$ cat config.mk
export PLATFORM = sky130hd
export DESIGN_NAME = mdu_seq_ctrl
export DESIGN_NICKNAME = d
export VERILOG_FILES = /design/src/rtl/mdu_pkg.sv /design/src/rtl/bit_32_mixed_adder_8.sv /design/src/rtl/mdu_seq_ctrl.sv
export SDC_FILE = /design/constraint.sdc
export NUM_CORES = 1
export LEC_CHECK = 0
export BUFFER_PORTS_ARGS = -buffer_cell sky130_fd_sc_hd__buf_4
export CORE_AREA = 2 2 234 236
export CTS_CLUSTER_SIZE = 8
export DETAILED_ROUTE_END_ITERATION = 7
export DIE_AREA = 0 0 236 238
export GPL_TIMING_DRIVEN = 0
export PLACE_DENSITY = 0.51
export SETUP_SLACK_MARGIN = 0.3
export SLEW_MARGIN = 20
export SYNTH_ARGS = -nofsm -noshare
export SYNTH_HDL_FRONTEND = slang
export SYNTH_SLANG_ARGS = --single-unit
$ cat constraint.sdc
create_clock -name clk_in -period 10.8 [get_ports clk_in]
set_clock_uncertainty 0.1 [all_clocks]
set_input_delay 1.08 -clock clk_in [delete_from_list [all_inputs] [get_ports clk_in]]
set_output_delay 1.08 -clock clk_in [all_outputs]
set_load 0.005 [all_outputs]
$ cat src/rtl/mdu_pkg.sv
// Shared encodings, FSM states and negation helpers for the HI/LO multiply/divide sequencer.
package mdu_pkg;

  localparam logic [1:0] OP_MULT  = 2'b00;
  localparam logic [1:0] OP_MULTU = 2'b01;
  localparam logic [1:0] OP_DIV   = 2'b10;
  localparam logic [1:0] OP_DIVU  = 2'b11;

  localparam int ITER_CNT = 32;
  localparam int CNT_W    = 5;

  typedef enum logic [2:0] {
    S_IDLE = 3'd0,
    S_PREP = 3'd1,
    S_ITER = 3'd2,
    S_FIX  = 3'd3,
    S_DONE = 3'd4
  } state_e;

  function automatic logic [31:0] neg32(input logic [31:0] x);
    return ~x + 32'd1;
  endfunction

  function automatic logic [63:0] neg64(input logic [63:0] x);
    return ~x + 64'd1;
  endfunction

  // 0x80000000 maps to itself, which read as unsigned is the correct 2^31.
  function automatic logic [31:0] abs32(input logic [31:0] x, input logic is_signed);
    return (is_signed && x[31]) ? neg32(x) : x;
  endfunction

endpackage

$ cat src/rtl/bit_32_mixed_adder_8.sv
// 32-bit adder built from four 8-bit slices, with bitwise AND/OR/XOR side outputs.
module bit_32_mixed_adder_8 (
  input  logic [31:0] a_i,
  input  logic [31:0] b_i,
  input  logic        c_i,
  output logic [31:0] sum_o,
  output logic        c_o,
  output logic [31:0] and_o,
  output logic [31:0] or_o,
  output logic [31:0] xor_o
);

  logic c8_s;
  logic c16_s;
  logic c24_s;

  assign {c8_s,  sum_o[7:0]}   = {1'b0, a_i[7:0]}   + {1'b0, b_i[7:0]}   + {8'd0, c_i};
  assign {c16_s, sum_o[15:8]}  = {1'b0, a_i[15:8]}  + {1'b0, b_i[15:8]}  + {8'd0, c8_s};
  assign {c24_s, sum_o[23:16]} = {1'b0, a_i[23:16]} + {1'b0, b_i[23:16]} + {8'd0, c16_s};
  assign {c_o,   sum_o[31:24]} = {1'b0, a_i[31:24]} + {1'b0, b_i[31:24]} + {8'd0, c24_s};

  assign and_o = a_i & b_i;
  assign or_o  = a_i | b_i;
  assign xor_o = a_i ^ b_i;

endmodule

$ cat src/rtl/mdu_seq_ctrl.sv
// MULT/MULTU/DIV/DIVU sequencer: sign fix-up around 32 shift-add or restoring-divide
// iterations that all share one 32-bit adder.
module mdu_seq_ctrl
  import mdu_pkg::*;
#(
  parameter int ITER = ITER_CNT
) (
  input  logic        clk_in,
  input  logic        rst_n_in,
  input  logic        start_in,
  input  logic [1:0]  op_in,
  input  logic [31:0] A_in,
  input  logic [31:0] B_in,
  output logic        busy_out,
  output logic        done_out,
  output logic        div_zero_out,
  output logic [31:0] HI_out,
  output logic [31:0] LO_out
);

  localparam logic [CNT_W-1:0] LAST_CNT = CNT_W'(ITER - 1);
  localparam logic [CNT_W-1:0] CNT_ONE  = CNT_W'(1);

  state_e            state_q, state_d;
  logic [1:0]        op_q, op_d;
  logic [31:0]       a_q, a_d, b_q, b_d;
  logic [31:0]       m_q, m_d;             // |A| for multiply, |B| for divide
  logic [31:0]       acc_hi_q, acc_hi_d;   // multiply HI / divide remainder
  logic [31:0]       acc_lo_q, acc_lo_d;   // multiply LO / divide quotient
  logic              neg_res_q, neg_res_d, neg_rem_q, neg_rem_d;
  logic [CNT_W-1:0]  cnt_q, cnt_d;
  logic              busy_q, busy_d, done_q, done_d, dz_q, dz_d;
  logic [31:0]       hi_out_q, hi_out_d, lo_out_q, lo_out_d;

  logic [31:0] add_a_s, add_b_s, add_sum_s;
  logic        add_c_s, add_cout_s;
  logic [31:0] adder_and_unused_s, adder_or_unused_s, adder_xor_unused_s;
  logic        mul_c_s;
  logic [31:0] mul_hi_s;

  logic is_div_s, is_signed_s, div_by_zero_s;
  assign is_div_s      = op_q[1];
  assign is_signed_s   = ~op_q[0];
  assign div_by_zero_s = is_div_s && (b_q == 32'd0);

  bit_32_mixed_adder_8 u_adder (
    .a_i   (add_a_s),
    .b_i   (add_b_s),
    .c_i   (add_c_s),
    .sum_o (add_sum_s),
    .c_o   (add_cout_s),
    .and_o (adder_and_unused_s),
    .or_o  (adder_or_unused_s),
    .xor_o (adder_xor_unused_s)
  );

  // Shared adder operands: HI + |A| for multiply, shifted R - |B| for divide.
  always_comb begin
    add_a_s  = acc_hi_q;
    add_b_s  = m_q;
    add_c_s  = 1'b0;
    mul_c_s  = 1'b0;
    mul_hi_s = acc_hi_q;
    if (is_div_s) begin
      add_a_s = {acc_hi_q[30:0], acc_lo_q[31]};
      add_b_s = ~m_q;
      add_c_s = 1'b1;
    end else begin
      add_a_s = acc_hi_q;
      add_b_s = m_q;
      add_c_s = 1'b0;
    end
    if (acc_lo_q[0]) begin
      mul_c_s  = add_cout_s;
      mul_hi_s = add_sum_s;
    end else begin
      mul_c_s  = 1'b0;
      mul_hi_s = acc_hi_q;
    end
  end

  // Next-state logic.
  always_comb begin
    state_d = state_q;
    case (state_q)
      S_IDLE:  if (start_in) state_d = S_PREP; else state_d = S_IDLE;
      S_PREP:  if (div_by_zero_s) state_d = S_DONE; else state_d = S_ITER;
      S_ITER:  if (cnt_q == LAST_CNT) state_d = S_FIX; else state_d = S_ITER;
      S_FIX:   state_d = S_DONE;
      S_DONE:  state_d = S_IDLE;
      default: state_d = S_IDLE;
    endcase
  end

  // Operand capture, iteration datapath and result fix-up.
  always_comb begin
    op_d      = op_q;
    a_d       = a_q;
    b_d       = b_q;
    m_d       = m_q;
    acc_hi_d  = acc_hi_q;
    acc_lo_d  = acc_lo_q;
    neg_res_d = neg_res_q;
    neg_rem_d = neg_rem_q;
    cnt_d     = cnt_q;
    hi_out_d  = hi_out_q;
    lo_out_d  = lo_out_q;
    busy_d    = state_d inside {S_PREP, S_ITER, S_FIX};
    done_d    = (state_d == S_DONE);
    dz_d      = (state_q == S_PREP) && div_by_zero_s;
    case (state_q)
      S_IDLE: begin
        if (start_in) begin
          op_d = op_in;
          a_d  = A_in;
          b_d  = B_in;
        end else begin
          op_d = op_q;
        end
      end
      S_PREP: begin
        neg_res_d = is_signed_s & (a_q[31] ^ b_q[31]);
        neg_rem_d = is_signed_s & a_q[31];
        cnt_d     = '0;
        acc_hi_d  = 32'd0;
        if (is_div_s) begin
          m_d      = abs32(b_q, is_signed_s);
          acc_lo_d = abs32(a_q, is_signed_s);
        end else begin
          m_d      = abs32(a_q, is_signed_s);
          acc_lo_d = abs32(b_q, is_signed_s);
        end
        if (div_by_zero_s) begin
          hi_out_d = a_q;
          lo_out_d = 32'hFFFF_FFFF;
        end else begin
          hi_out_d = hi_out_q;
        end
      end
      S_ITER: begin
        cnt_d = cnt_q + CNT_ONE;
        if (is_div_s) begin
          // A carry, or a bit shifted out of R, means R >= |B|.
          if (acc_hi_q[31] | add_cout_s) begin
            acc_hi_d = add_sum_s;
            acc_lo_d = {acc_lo_q[30:0], 1'b1};
          end else begin
            acc_hi_d = add_a_s;
            acc_lo_d = {acc_lo_q[30:0], 1'b0};
          end
        end else begin
          acc_hi_d = {mul_c_s, mul_hi_s[31:1]};
          acc_lo_d = {mul_hi_s[0], acc_lo_q[31:1]};
        end
      end
      S_FIX: begin
        case (op_q)
          OP_MULT, OP_MULTU: begin
            if (neg_res_q) begin
              {hi_out_d, lo_out_d} = neg64({acc_hi_q, acc_lo_q});
            end else begin
              {hi_out_d, lo_out_d} = {acc_hi_q, acc_lo_q};
            end
          end
          OP_DIV, OP_DIVU: begin
            lo_out_d = neg_res_q ? neg32(acc_lo_q) : acc_lo_q;
            hi_out_d = neg_rem_q ? neg32(acc_hi_q) : acc_hi_q;
          end
          default: begin
            hi_out_d = hi_out_q;
            lo_out_d = lo_out_q;
          end
        endcase
      end
      S_DONE: begin
        cnt_d = '0;
      end
      default: begin
        cnt_d = '0;
      end
    endcase
  end

  // State register.
  always_ff @(posedge clk_in or negedge rst_n_in) begin
    if (!rst_n_in) state_q <= S_IDLE;
    else           state_q <= state_d;
  end

  // Datapath and output registers.
  always_ff @(posedge clk_in or negedge rst_n_in) begin
    if (!rst_n_in) begin
      op_q      <= 2'b00;
      a_q       <= 32'd0;
      b_q       <= 32'd0;
      m_q       <= 32'd0;
      acc_hi_q  <= 32'd0;
      acc_lo_q  <= 32'd0;
      neg_res_q <= 1'b0;
      neg_rem_q <= 1'b0;
      cnt_q     <= '0;
      busy_q    <= 1'b0;
      done_q    <= 1'b0;
      dz_q      <= 1'b0;
      hi_out_q  <= 32'd0;
      lo_out_q  <= 32'd0;
    end else begin
      op_q      <= op_d;
      a_q       <= a_d;
      b_q       <= b_d;
      m_q       <= m_d;
      acc_hi_q  <= acc_hi_d;
      acc_lo_q  <= acc_lo_d;
      neg_res_q <= neg_res_d;
      neg_rem_q <= neg_rem_d;
      cnt_q     <= cnt_d;
      busy_q    <= busy_d;
      done_q    <= done_d;
      dz_q      <= dz_d;
      hi_out_q  <= hi_out_d;
      lo_out_q  <= lo_out_d;
    end
  end

  assign busy_out     = busy_q;
  assign done_out     = done_q;
  assign div_zero_out = dz_q;
  assign HI_out       = hi_out_q;
  assign LO_out       = lo_out_q;

endmodule
==> reports/metrics.csv <==
stage;metric;value;unit
outcome;status;finished, final reports clean;
synthesis;mux share of post-synthesis cell area;0.113;
critical_path;slowest cell on the critical path;dfrtp_1;
synthesis;post-synthesis cell area;16000;um^2
sta;final hold vios;0;
sta;minimum clock period;9950;ps
cts;clock latency on the worst-skew pair;570;ps
critical_path;Worst setup EP type;register;
synthesis;Syn Area/Cell;9.10;um^2
cts;Clock transition at path regs;60;ps
global_routing;total global routing overflow;0;
synthesis;post-synthesis simple-gate area fraction;0.154;
floorplanning;Die ar.;56200;um^2
synthesis;EDFF count, synth;0;
detailed_routing;vias;14800;
layout;Sequential cell area;5980;um^2
pwr;maximum VDD drop;151;uV
layout;area of the multi-input gates;9350;um^2
cts;Sinks on Clock Net;239;
floorplanning;row cnt;85;
cts;# H-tree levels;2;
cts;clk buf depth;3;
sta;RSZ-0062 raised after global routing;no;
critical_path;critical path endpoint;acc_lo_q[0];
detailed_routing;DRC violations left;0;
cts;clock buffer count from CTS;36;
synthesis;Synth Instances;1760;
synthesis;Post-synth top flop;dfrtp_1;
cts;post-CTS setup buffer count;0;
synthesis;count of cell types in the netlist;79;
critical_path;critical path depth;39;
floorplanning;IO Count;136;
critical_path;Reg2Reg Capture Point;acc_lo_q[0];
critical_path;CP max FO;10;
layout;area growth from synthesis to layout;18.7;%
detailed_routing;routed len/inst;26.0;um
global_routing;initial antenna violation count;2;
detailed_routing;TritonRoute pass-1 iters;5;
placed_design;GP Congestion;0.952;
layout;layout cell share with drive strength beyond 1;0.163;
global_routing;vias in the first global route;14400;
sta;Slew @ Worst Pin;1100;ps
synthesis;Synth Area in Adders;0.0353;
detailed_routing;DRT iter0 DRCs;1463;
floorplanning;Starting Density;0.299;
layout;Ant. Diodes;0;
placed_design;I/O Buffers;135;
sta;period utilisation layout;0.921;
floorplanning;floorplan core area;53500;um^2
critical_path;CP max stage delay;590;ps
placed_design;DP Area;18000;um^2
critical_path;WP data arrival;10290;ps
critical_path;crit path buf inv count;7;
sta;Max Fclk;101;MHz
floorplanning;Die Y;238;um
sta;Final setup viols;0;
pwr;pwr dens;403;nW/um^2
floorplanning;Die Wd;236;um
critical_path;slack of the worst reg-to-reg path;850;ps
synthesis;Compound-Gate Fraction of Synth Area;0.189;
synthesis;sequential share of the synthesized area;0.374;
synthesis;Warnings, synthesis;0;
cts;CTS tree;yes;
synthesis;largest family of logic cells by synthesized area;compound AO/OA/AOI/OAI gates;
detailed_routing;post-route ant nets;0;
critical_path;Crit Path Category;reg -> reg;
synthesis;synthesized flop and latch total;239;
hold_path;Min-Delay Path Class;in -> async;
sta;max-slew violation count;0;
critical_path;Req. time, crit path;11140;ps
critical_path;Worst path most repeated cell;fa_1;
synthesis;Async S/R FF share, synth;1.00;
synthesis;Net Count, Synth;1870;
sta;Hold Slack;363;ps
critical_path;crit path launch type;register;
critical_path;CP startpoint;op_q[1];
critical_path;FF-to-FF path depth;39;
cts;cts hold-fix bufs;0;
pwr;total chip power;7670;uW
global_routing;global-route wire length before repair;100000;um
layout;Fillers;5508;
pwr;Leak;0.00804;uW
sta;Max-slew headroom;0.264;
global_routing;largest net degree at the start of global routing;90;
run;max-cap check violation count;0;
layout;post-layout instance area;19000;um^2
sta;setup TNS;0;ps
detailed_routing;Routed Wire Length;68700;um
synthesis;post-synthesis xor/xnor area fraction;0.0930;
critical_path;CP top delay family;adder cells;
layout;final net count;2046;
detailed_routing;vias per cell;5.61;
critical_path;reg-to-reg critical path startpoint;op_q[1];
cts;CTS Root Cell;clkbuf_16;
placed_design;DP HPWL;53800;um
global_routing;Total GRT Usage;0.241;
-- logic make-up (layout without fill, tap and decap cells) --
| kind of cell | after synthesis | count (layout) |
|---|---|---|
| simple gates | 503 | 503 |
| compound gates | 463 | 463 |
| flops | 239 | 239 |
| buf+inv | 175 | 358 |
| xor+xnor | 170 | 170 |
| mux | 169 | 169 |
| fa+ha+maj | 41 | 41 |
-- worst min-delay path by stage --
stage                         from      endpoint  slack (ps)  cells after the start
after global placement      m_q[1]        m_q[1]         390                      2
after CTS                 rst_n_in  acc_hi_q[17]         410                      1
after floorplan            m_q[11]       m_q[11]         360                      2
after detailed placement    m_q[1]        m_q[1]         390                      2
after global routing      rst_n_in  acc_hi_q[17]         410                      1
final                     rst_n_in  acc_hi_q[17]         360                      1
-- stage by stage --
step | util | worst slack [ps] | std cells
final | 0.355 | 851 | 2639
after global routing | 0.355 | 306 | 2639
after CTS | 0.355 | 307 | 2639
after detailed placement | 0.336 | 101 | 2594
after global placement | 0.334 | 218 | 2591
after floorplan | - | 2690 | 1760
-- synth_stat cells, types with 10 or more instances --
cell type,number,area share
o221ai_1,46,0.025
or3_1,17,0.0066
nor4_1,20,0.0078
mux2_2,89,0.063
o21ai_0,100,0.031
buf_1,14,0.0033
inv_1,32,0.0075
clkbuf_1,118,0.028
a221o_1,16,0.010
and2_1,24,0.0094
a31oi_1,12,0.0047
nand2b_1,13,0.0051
o41ai_1,14,0.0077
xnor2_1,55,0.030
xor2_1,115,0.063
a22oi_1,10,0.0047
o31ai_1,30,0.014
nor2b_1,11,0.0043
nand2_1,153,0.036
mux2i_1,80,0.050
nand3_1,19,0.0059
nor3_1,29,0.0091
dfrtp_1,239,0.37
or4_1,17,0.0080
nor2_1,149,0.035
ha_1,34,0.027
a21oi_1,142,0.044
a211oi_1,27,0.013
-- worst reg2reg max path, delay by kind of cell, from the launching register on --
kind                       cells  cell delay [ps]
adders and majority gates      7             2770
AOI/OAI and AO/OA             13             2310
buffers and inverters          7             2270
and+or+nand+nor               11             1500
DFF                            1              590
xor gates and xnor gates       1              270
-- repair_timing --
action,4_1_cts,5_1_grt
gates resized for setup,3,15
endpoints found under the hold margin,0,0
endpoints found under the setup margin,27,33
gates cloned,0,0
-- power by group --
part,total (uW),switching (uW),internal [uW]
Combinational,4660,2890,1770
Clock,1080,442,634
Sequential,1930,618,1310
Total,7670,3950,3720
-- routing by layer --
metal  share of wire  global-route usage
met3           0.074              0.0486
met5         0.00016                   0
met4           0.034              0.0865
met2            0.44               0.371
met1            0.45               0.336
-- placed cells by master, fill, tap and decap left out, types with 19 or more instances in the layout --
cell type  instances
a211oi_1          27
a21oi_1          141
and2_1            24
buf_4            138
clkbuf_1         114
clkbuf_16         37
dfrtp_1          239
ha_1              34
inv_1             32
mux2_2            89
mux2i_1           80
nand2_1          153
nand3_1           19
nor2_1           149
nor3_1            29
nor4_1            20
o21ai_0          100
o221ai_1          46
o31ai_1           30
xnor2_1           55
xor2_1           115
-- layout make-up --
cell class,count,area share
multi-input cells,1346,0.492
flip-flops and latches,239,0.315
repair buffers,138,0.0570
clock buffers,43,0.0515
well taps,696,0.0458
plain buffers,141,0.0301
inverters,34,0.00671
clock inverters,2,0.00211
-- state kept, by name, summed over array words and instances (netlist names) --
| signal | flops |
|---|---|
| acc_lo_q | 32 |
| op_q | 2 |
| a_q | 32 |
| cnt_q | 5 |
| div_zero_out | 1 |
| m_q | 32 |
| HI_out | 32 |
| neg_res_q | 1 |
| b_q | 32 |
| neg_rem_q | 1 |
| busy_out | 1 |
| done_out | 1 |
| state_q | 3 |
| acc_hi_q | 32 |
| LO_out | 32 |
No activity file was read; power rests on OpenSTA's default activity.
